File: src/rtl/act_mon_pkg.sv
// Shared types and helpers for the toggle activity monitor.
package act_mon_pkg;

    typedef enum logic [2:0] {
        IDLE,
        ARM,
        COUNT,
        DRAIN,
        TOTAL
    } state_t;

    localparam int CNT_W_DEF = 16;
    localparam int OUT_W     = CNT_W_DEF + 4;

    function automatic int clog2(input int n);
        int r;
        r = 0;
        for (int i = 0; i < 31; i++) begin
            if ((1 << i) < n) r = i + 1;
        end
        return r;
    endfunction

    // Callers zero-extend their vector into the 64-bit argument.
    function automatic logic [6:0] popcount(input logic [63:0] v);
        logic [6:0] c;
        c = '0;
        for (int i = 0; i < 64; i++) begin
            c = c + {6'b0, v[i]};
        end
        return c;
    endfunction

endpackage

File: src/rtl/popcount_sat.sv
// Bank of per-bit saturating toggle counters with a sticky saturation flag.
module popcount_sat
    import act_mon_pkg::*;
#(
    parameter int WIDTH = 11,
    parameter int CNT_W = 16
) (
    input  logic                         clk,
    input  logic                         rst,
    input  logic                         clear,
    input  logic                         en,
    input  logic [WIDTH-1:0]             tog,
    output logic [WIDTH-1:0][CNT_W-1:0]  cnt,
    output logic                         sat
);

    localparam logic [CNT_W-1:0] MAX_CNT = '1;

    // sat is raised on the increment that lands a counter on its ceiling.
    always_ff @(posedge clk or posedge rst) begin
        if (rst) begin
            cnt <= '0;
            sat <= 1'b0;
        end else if (clear) begin
            cnt <= '0;
            sat <= 1'b0;
        end else if (en) begin
            for (int i = 0; i < WIDTH; i++) begin
                if (tog[i] && (cnt[i] != MAX_CNT)) begin
                    cnt[i] <= cnt[i] + CNT_W'(1);
                    if (cnt[i] == MAX_CNT - CNT_W'(1)) sat <= 1'b1;
                end
            end
        end
    end

endmodule

File: src/rtl/toggle_activity_monitor.sv
// Measures per-bit and total switching activity of a vector over a window of
// transitions, then streams the counts out over a valid/ready port.
module toggle_activity_monitor
    import act_mon_pkg::*;
#(
    parameter int WIDTH = 11,
    parameter int CNT_W = 16,
    parameter int WIN_W = 16
) (
    input  logic               clk,
    input  logic               rst,
    input  logic               start,
    input  logic               abort,
    input  logic [WIN_W-1:0]   win_len,
    input  logic               in_valid,
    input  logic [WIDTH-1:0]   in_vec,
    output logic               busy,
    output logic               out_valid,
    input  logic               out_ready,
    output logic [CNT_W+3:0]   out_data,
    output logic               out_last,
    output logic               sat,
    output logic               done
);

    localparam int OW = CNT_W + 4;
    localparam int IW = (clog2(WIDTH) < 1) ? 1 : clog2(WIDTH);
    localparam logic [IW-1:0] LAST_IDX = IW'(WIDTH - 1);

    state_t                      state;
    state_t                      state_next;
    logic                        done_next;
    logic [WIN_W-1:0]            win_q;
    logic [WIN_W-1:0]            sample_cnt;
    logic [WIDTH-1:0]            prev_vec;
    logic [WIDTH-1:0]            tog;
    logic [IW-1:0]               idx;
    logic [OW-1:0]               total;
    logic [WIDTH-1:0][CNT_W-1:0] cnt;
    logic                        clear_run;
    logic                        count_en;
    logic                        handshake;
    logic                        window_end;

    assign clear_run  = (state == IDLE) && start && (win_len != '0);
    assign count_en   = (state == COUNT) && in_valid && !abort;
    assign handshake  = out_valid && out_ready;
    assign tog        = in_vec ^ prev_vec;
    assign window_end = (sample_cnt + WIN_W'(1)) == win_q;
    assign busy       = (state != IDLE);

    popcount_sat #(
        .WIDTH (WIDTH),
        .CNT_W (CNT_W)
    ) u_bank (
        .clk   (clk),
        .rst   (rst),
        .clear (clear_run),
        .en    (count_en),
        .tog   (tog),
        .cnt   (cnt),
        .sat   (sat)
    );

    // abort wins over window completion and over any handshake.
    always_comb begin
        state_next = state;
        done_next  = 1'b0;
        case (state)
            IDLE:  if (clear_run) state_next = ARM;
            ARM: begin
                if (abort)         state_next = IDLE;
                else if (in_valid) state_next = COUNT;
            end
            COUNT: begin
                if (abort)                       state_next = IDLE;
                else if (in_valid && window_end) state_next = DRAIN;
            end
            DRAIN: begin
                if (abort)                                state_next = IDLE;
                else if (handshake && (idx == LAST_IDX))  state_next = TOTAL;
            end
            TOTAL: begin
                if (abort) begin
                    state_next = IDLE;
                end else if (handshake) begin
                    state_next = IDLE;
                    done_next  = 1'b1;
                end
            end
            default: state_next = IDLE;
        endcase
    end

    always_ff @(posedge clk or posedge rst) begin
        if (rst) begin
            state <= IDLE;
            done  <= 1'b0;
        end else begin
            state <= state_next;
            done  <= done_next;
        end
    end

    // idx is cleared on start and only moves in DRAIN, so DRAIN always begins at beat 0.
    always_ff @(posedge clk or posedge rst) begin
        if (rst) begin
            win_q      <= '0;
            sample_cnt <= '0;
            prev_vec   <= '0;
            idx        <= '0;
            total      <= '0;
        end else begin
            if (clear_run) begin
                win_q      <= win_len;
                sample_cnt <= '0;
                total      <= '0;
                idx        <= '0;
            end
            if ((state == ARM) && in_valid && !abort) begin
                prev_vec <= in_vec;
            end
            if (count_en) begin
                prev_vec   <= in_vec;
                total      <= total + OW'(popcount(64'(tog)));
                sample_cnt <= sample_cnt + WIN_W'(1);
            end
            if ((state == DRAIN) && handshake && !abort && (idx != LAST_IDX)) begin
                idx <= idx + IW'(1);
            end
        end
    end

    // Output words are decoded from registered state only, so out_ready never reaches them.
    always_comb begin
        out_valid = 1'b0;
        out_last  = 1'b0;
        out_data  = '0;
        case (state)
            DRAIN: begin
                out_valid = 1'b1;
                out_data  = OW'(cnt[idx]);
            end
            TOTAL: begin
                out_valid = 1'b1;
                out_last  = 1'b1;
                out_data  = total;
            end
            default: ;
        endcase
    end

endmodule

File: config.mk
export PLATFORM = sky130hd
export DESIGN_NAME = toggle_activity_monitor
export DESIGN_NICKNAME = d
export VERILOG_FILES = /design/src/rtl/act_mon_pkg.sv /design/src/rtl/popcount_sat.sv /design/src/rtl/toggle_activity_monitor.sv
export SDC_FILE = /design/constraint.sdc
export NUM_CORES = 1
export LEC_CHECK = 0
export BUFFER_PORTS_ARGS = -buffer_cell sky130_fd_sc_hd__buf_2
export CAP_MARGIN = 25
export CORE_MARGIN = 4
export CORE_UTILIZATION = 63
export CTS_CLUSTER_SIZE = 30
export DETAILED_ROUTE_END_ITERATION = 16
export PLACE_DENSITY = 0.86
export SLEW_MARGIN = 20
export SYNTH_ARGS = -nofsm -noshare
export SYNTH_HDL_FRONTEND = slang
export SYNTH_SLANG_ARGS = --single-unit
File: constraint.sdc
create_clock -name clk -period 8.97 [get_ports clk]
set_clock_uncertainty 0.05 [all_clocks]
set_input_delay 1.3455 -clock clk [delete_from_list [all_inputs] [get_ports clk]]
set_output_delay 1.3455 -clock clk [all_outputs]
set_load 0.01 [all_outputs]
; ---- Word-level counts from Yosys, hierarchy flattened
; Cells that the tools add are included.
[word_totals]
reg_bits = 248
[classes]
order_cmp = 1
addsub = 24
n_bitwise = 1
n_reduce_logical = 54
mux = 67
n_eq_ne = 34
[op_table]
columns = cell, n
row1 = 176-bit 2-to-1 mux, 2
row2 = 16-bit 2-to-1 mux, 14
row3 = 16-bit by 1-bit adder with 16-bit output (second input constant), 12
row4 = 16-bit equality test (second input constant), 11
row5 = 16-bit inequality test (second input constant), 11
row6 = 16-bit binary-select mux with 4-bit select, 1
row7 = 20-bit 2-to-1 mux, 2
row8 = 20-bit one-hot mux with 2 select lines, 1
row9 = 1-bit 2-to-1 mux, 33
row10 = 7-bit by 1-bit adder with 7-bit output, 4
row11 = 2-bit nonzero test, 14
row12 = 3-bit 2-to-1 mux, 9
row13 = 1-bit logical AND, 23
row14 = 11-bit 2-to-1 mux, 2
row15 = 2-bit AND reduction, 11
row16 = 20-bit by 7-bit adder with 20-bit output, 1
row17 = 16-bit equality test, 1
row18 = 16-bit nonzero test, 1
row19 = 3-bit one-hot mux with 5 select lines, 1
row20 = 11-bit XOR, 1
row21 = 3-bit inequality test (second input constant), 3
row22 = 4-bit 2-to-1 mux, 2
row23 = 6-bit by 1-bit adder with 7-bit output, 1
row24 = 5-bit by 1-bit adder with 6-bit output, 1
row25 = 18 further kinds, 19

; ---- Depth between registers and ports, before layout
[logic_depth]
word_depth = 29
mapped_depth = 14
mapped_depth_nobuf = 13

; ---- By module
; A second synthesis with hierarchy kept.
[unflattened]
hier_cells = 1671
hier_area_um2 = 15708.8
[modules_own_cells]
columns = mod, instances, seq_area_each_um2, area_each_um2, cells_each
row1 = popcount_sat, 1, 4429.2, 9917.0, 1058
row2 = toggle_activity_monitor, 1, 1776.7, 5791.8, 613

; ---- Worst setup path before layout
; No wires, ideal clock.
[synth_timing]
path_type = input to register
startpoint = input port in_vec[1]
endpoint = register total[12]
path_stages = 14
required_time_ns = 8.841
setup_slack_ns = 3.557
setup_time_ns = 0.079
arrival_ns = 5.284
path_buffers = 1
path_cell_list = xor2_1 > fa_1 > fa_1 > fa_1 > fa_1 > ha_1 > fa_1 > a21o_1 > a21oi_1 > o21bai_1 > and3_1 > clkbuf_1 > nand4_1 > mux2i_1
[synth_via]
elab_chain_len = 13
[synth_lines]
columns = item, line
row1 = start: declaration, toggle_activity_monitor.sv:16  ; input logic [WIDTH-1:0] in_vec,
row2 = 11-bit XOR, toggle_activity_monitor.sv:48  ; assign tog = in_vec ^ prev_vec;
row3 = 1-bit by 1-bit adder with 2-bit output, act_mon_pkg.sv:29  ; c = c + {6'b0, v[i]};
row4 = 2-bit by 1-bit adder with 3-bit output, act_mon_pkg.sv:29
row5 = 3-bit by 1-bit adder with 4-bit output, act_mon_pkg.sv:29
row6 = 4-bit by 1-bit adder with 5-bit output, act_mon_pkg.sv:29
row7 = 5-bit by 1-bit adder with 6-bit output, act_mon_pkg.sv:29
row8 = 6-bit by 1-bit adder with 7-bit output, act_mon_pkg.sv:29
row9 = 7-bit by 1-bit adder with 7-bit output (4 in a row), act_mon_pkg.sv:29
row10 = 20-bit by 7-bit adder with 20-bit output, toggle_activity_monitor.sv:125  ; total <= total + OW'(popcount(64'(tog)));
row11 = 20-bit 2-to-1 mux, toggle_activity_monitor.sv:123  ; if (count_en) begin
row12 = end signal: assignment, toggle_activity_monitor.sv:125
row13 = end: declaration, toggle_activity_monitor.sv:38  ; logic [OW-1:0] total;
; Every way passes these cells.
; A chain may end at the register's enable or synchronous reset.

; ---- Final worst setup path
[layout_timing]
startpoint = input port in_vec[7]
endpoint = register total[8]
[layout_via]
elab_chain_len = 7
[layout_lines]
columns = item, line
row1 = 11-bit XOR, toggle_activity_monitor.sv:48
row2 = 7-bit by 1-bit adder with 7-bit output (4 in a row), act_mon_pkg.sv:29
row3 = 20-bit by 7-bit adder with 20-bit output, toggle_activity_monitor.sv:125
row4 = 20-bit 2-to-1 mux, toggle_activity_monitor.sv:123
; Every way passes these cells.

==> flow_metrics.py <==
metrics = {
    "clock_tree": {
        "cts_tree": "yes",
        "cts_setup_buffers": 0,
        "clockBufferDepth": 3,
        "insertion_delay_ns": 0.55,
        "cts_hold_buf": 0,
        "cts_num_sinks": 248,
        "clk_pin_slew_ns": 0.06,
        "cts-htree-levels": 1,
        "cts_buffers": 27,
        "post_cts_resized": 0,
        "cts-root-buf": "clkbuf_16",
    },
    "timing": {
        "worst_pin_slew_ns": 1.042,
        "hold_viol_final": 0,
        "hold-worst-slack_ns": 0.4466,
        "slew_headroom": 0.3027,
        "timing.final.crit_period_ns": 5.300,
        "fmax_mhz": 188.7,
        "period_share": 0.5908,
        "tns_ns": 0,
        "setup_viol": 0,
        "setup_ws_ns": 3.670,
        "grt_setup_unrepaired": "no",
        "slew_violations": 0,
    },
    "placement": {
        "preCtsSetupSlack_ns": 3.108,
        "portBuffers": 57,
        "hpwl_um": 26960,
        "place_congestion": 1.019,
        "placed_area_sq_mm": 0.01539,
    },
    "global_routing": {
        "grt_pass1_wl_um": 64250,
        "grt_usage": 0.2992,
        "antenna_found_initial": 1,
        "grt_max_degree": 106,
        "first_global_vias": 12409,
        "grt_overflow": 0,
    },
    "floorplanning": {
        "fp.dieH_um": 161.8,
        "fp.dieArea_sq_mm": 0.02619,
        "core-area_sq_mm": 0.02340,
        "ioPinCount": 58,
        "rows": 56,
        "die_w_um": 161.8,
        "start_util": 0.6370,
    },
    "routing": {
        "drt_iter0_markers": 1444,
        "wire_per_inst_um": 20.01,
        "first_pass_iters": 5,
        "wl_um": 38930,
        "ant_nets": 0,
        "vias": 12725,
        "drc": 0,
        "via_per_inst": 6.539,
    },
    "layout": {
        "layout_common_cells": "246 x dfrtp_1, 191 x nor2_1, 156 x nand2_1, 113 x xor2_1, 113 x nand3_1",
        "layout.nets": 1681,
        "finish.instance_area_sq_mm": 0.01634,
        "layout_commonest_cell": "dfrtp_1",
        "area.growth.synth_to_final_pct": 9.610,
        "drive_gt1_frac": 0.1138,
    },
    "synth": {
        "synth_area_leaders": "dfrtp_1 42%, xor2_1 6.6%, mux4_2 4.8%",
        "synth_area_leader_cell": "dfrtp_1",
        "synth_top_area_frac": 0.4163,
        "yosysSeqAreaShare": 0.4163,
        "syn_area_sq_mm": 0.01491,
        "netlist_instances": 1583,
        "synth_ff_type": "dfrtp_1",
        "synth_cell_type_count": 62,
        "yosysWarningCount": 0,
        "synth_nets": 1658,
        "ys_ff_latch": 248,
        "synth_edf_count": 0,
        "synthArstFlopShare": 1.000,
        "syn-mean-instance-area_sq_um": 9.418,
    },
    "pwr": {
        "p_leak_nw": 6.874,
        "power_density_mw_per_mm2": 203.3,
        "irDropWorstVdd_mv": 0.2727,
        "finalPower_mw": 3.323,
    },
    "worst_setup_path": {
        "cp-end-kind": "flop",
        "critPathMaxFanout": 5,
        "critPathLaunchType": "input pin",
        "crit_arrival_ns": 5.72,
        "criticalPathCategory": "input pin to flop",
        "cp_data_required_time_ns": 9.39,
    },
    "job": {
        "cap_viol_max_count": 0,
    },
    "status": {
        "outcome": "completed",
    },
    "worst_hold_path": {
        "hp-class": "flop to flop",
    },
}
cell usage after synthesis, types with 4 or more instances:
library cell / number
a2111oi_2: 4
a211oi_1: 6
a21o_1: 8
a21oi_1: 48
a22o_1: 17
a31oi_1: 14
a41oi_1: 4
and2_1: 12
and3_1: 28
and4_1: 19
buf_1: 9
buf_2: 11
clkbuf_1: 54
dfrtp_1: 248
fa_1: 7
ha_1: 35
inv_1: 39
mux2_2: 11
mux2i_1: 52
mux4_2: 32
nand2_1: 156
nand2b_1: 4
nand3_1: 114
nand4_1: 77
nor2_1: 191
nor2b_1: 4
nor3_1: 34
nor4_1: 15
o21ai_0: 70
o22ai_1: 18
o31ai_1: 6
or3_1: 21
or4_1: 4
xnor2_1: 57
xor2_1: 113
flip-flops by register name (all words and copies together), names as in the netlist:
signal / count
sample_cnt: 16
u_bank.cnt: 176
done: 1
total: 20
win_q: 16
state: 3
u_bank.sat: 1
idx: 4
prev_vec: 11
cell type report:
cell class	count	area, sq um
sequential	248	6208
clock inverter	12	163.9
antenna	1	2.502
multi-input combinational	1220	8259
tap	319	399.1
clock buffer	37	753.2
timing repair buffer	70	400.4
inverter	39	153.9
fill	1752	7062
worst paths after layout:
check	from	to	slack [ns]	depth (start not counted)
worst max-delay path	in_vec[7]	total[8]$_DFFE_PP0P_	3.67	14
worst min-delay path	win_q[1]$_DFFE_PP0P_	win_q[1]$_DFFE_PP0P_	0.45	2
worst max register to register	prev_vec[7]$_DFFE_PP0P_	total[8]$_DFFE_PP0P_	4.18	13
worst min register to register	win_q[1]$_DFFE_PP0P_	win_q[1]$_DFFE_PP0P_	0.45	2
max in group asynchronous	rst	idx[0]$_DFFE_PP0P_	6.56	3
min in group asynchronous	rst	u_bank.cnt[34]$_DFFE_PP0P_	0.88	2
through the flow:
stage / std cells / util
5_1_grt: 1946 / 0.6982
6_report: 1946 / 0.6982
4_1_cts: 1943 / 0.6967
3_5_place_dp: 1894 / 0.6576
2_1_floorplan: 1583 / -
3_3_place_gp: 1893 / 0.6572
cell families after synthesis:
| group | synth area share |
|---|---|
| buf+inv | 0.03038 |
| xor+xnor | 0.09987 |
| simple gates | 0.2337 |
| flops | 0.4163 |
| fa+ha+maj | 0.03877 |
| compound gates | 0.08938 |
| mux | 0.09157 |
worst max-delay path, cell delays in order:
cell and delay, ns:
buf_2 0.11, xor2_1 0.39, fa_1 0.54, fa_1 0.48
fa_1 0.59, fa_1 0.43, ha_1 0.24, fa_1 0.42
a21o_1 0.23, a21oi_1 0.22, o21bai_1 0.13, and3_1 0.27
nand3_1 0.13, mux2i_1 0.20
per-layer routing:
metal  vias up  global-route usage  share of wire
met3       148             0.05760          0.085
met1      6220              0.4114           0.41
met5         -                   0              0
met4         0              0.1269          0.047
met2       639              0.4705           0.46
li1       5718                   -              -
report_power, final:
part	switching, mW	internal, mW	leakage (nW)
Clock	0.463	0.701	0.457
Combinational	0.534	0.391	3.01
Sequential	0.0560	1.18	3.41
No activity file was read; power rests on OpenSTA's default activity.
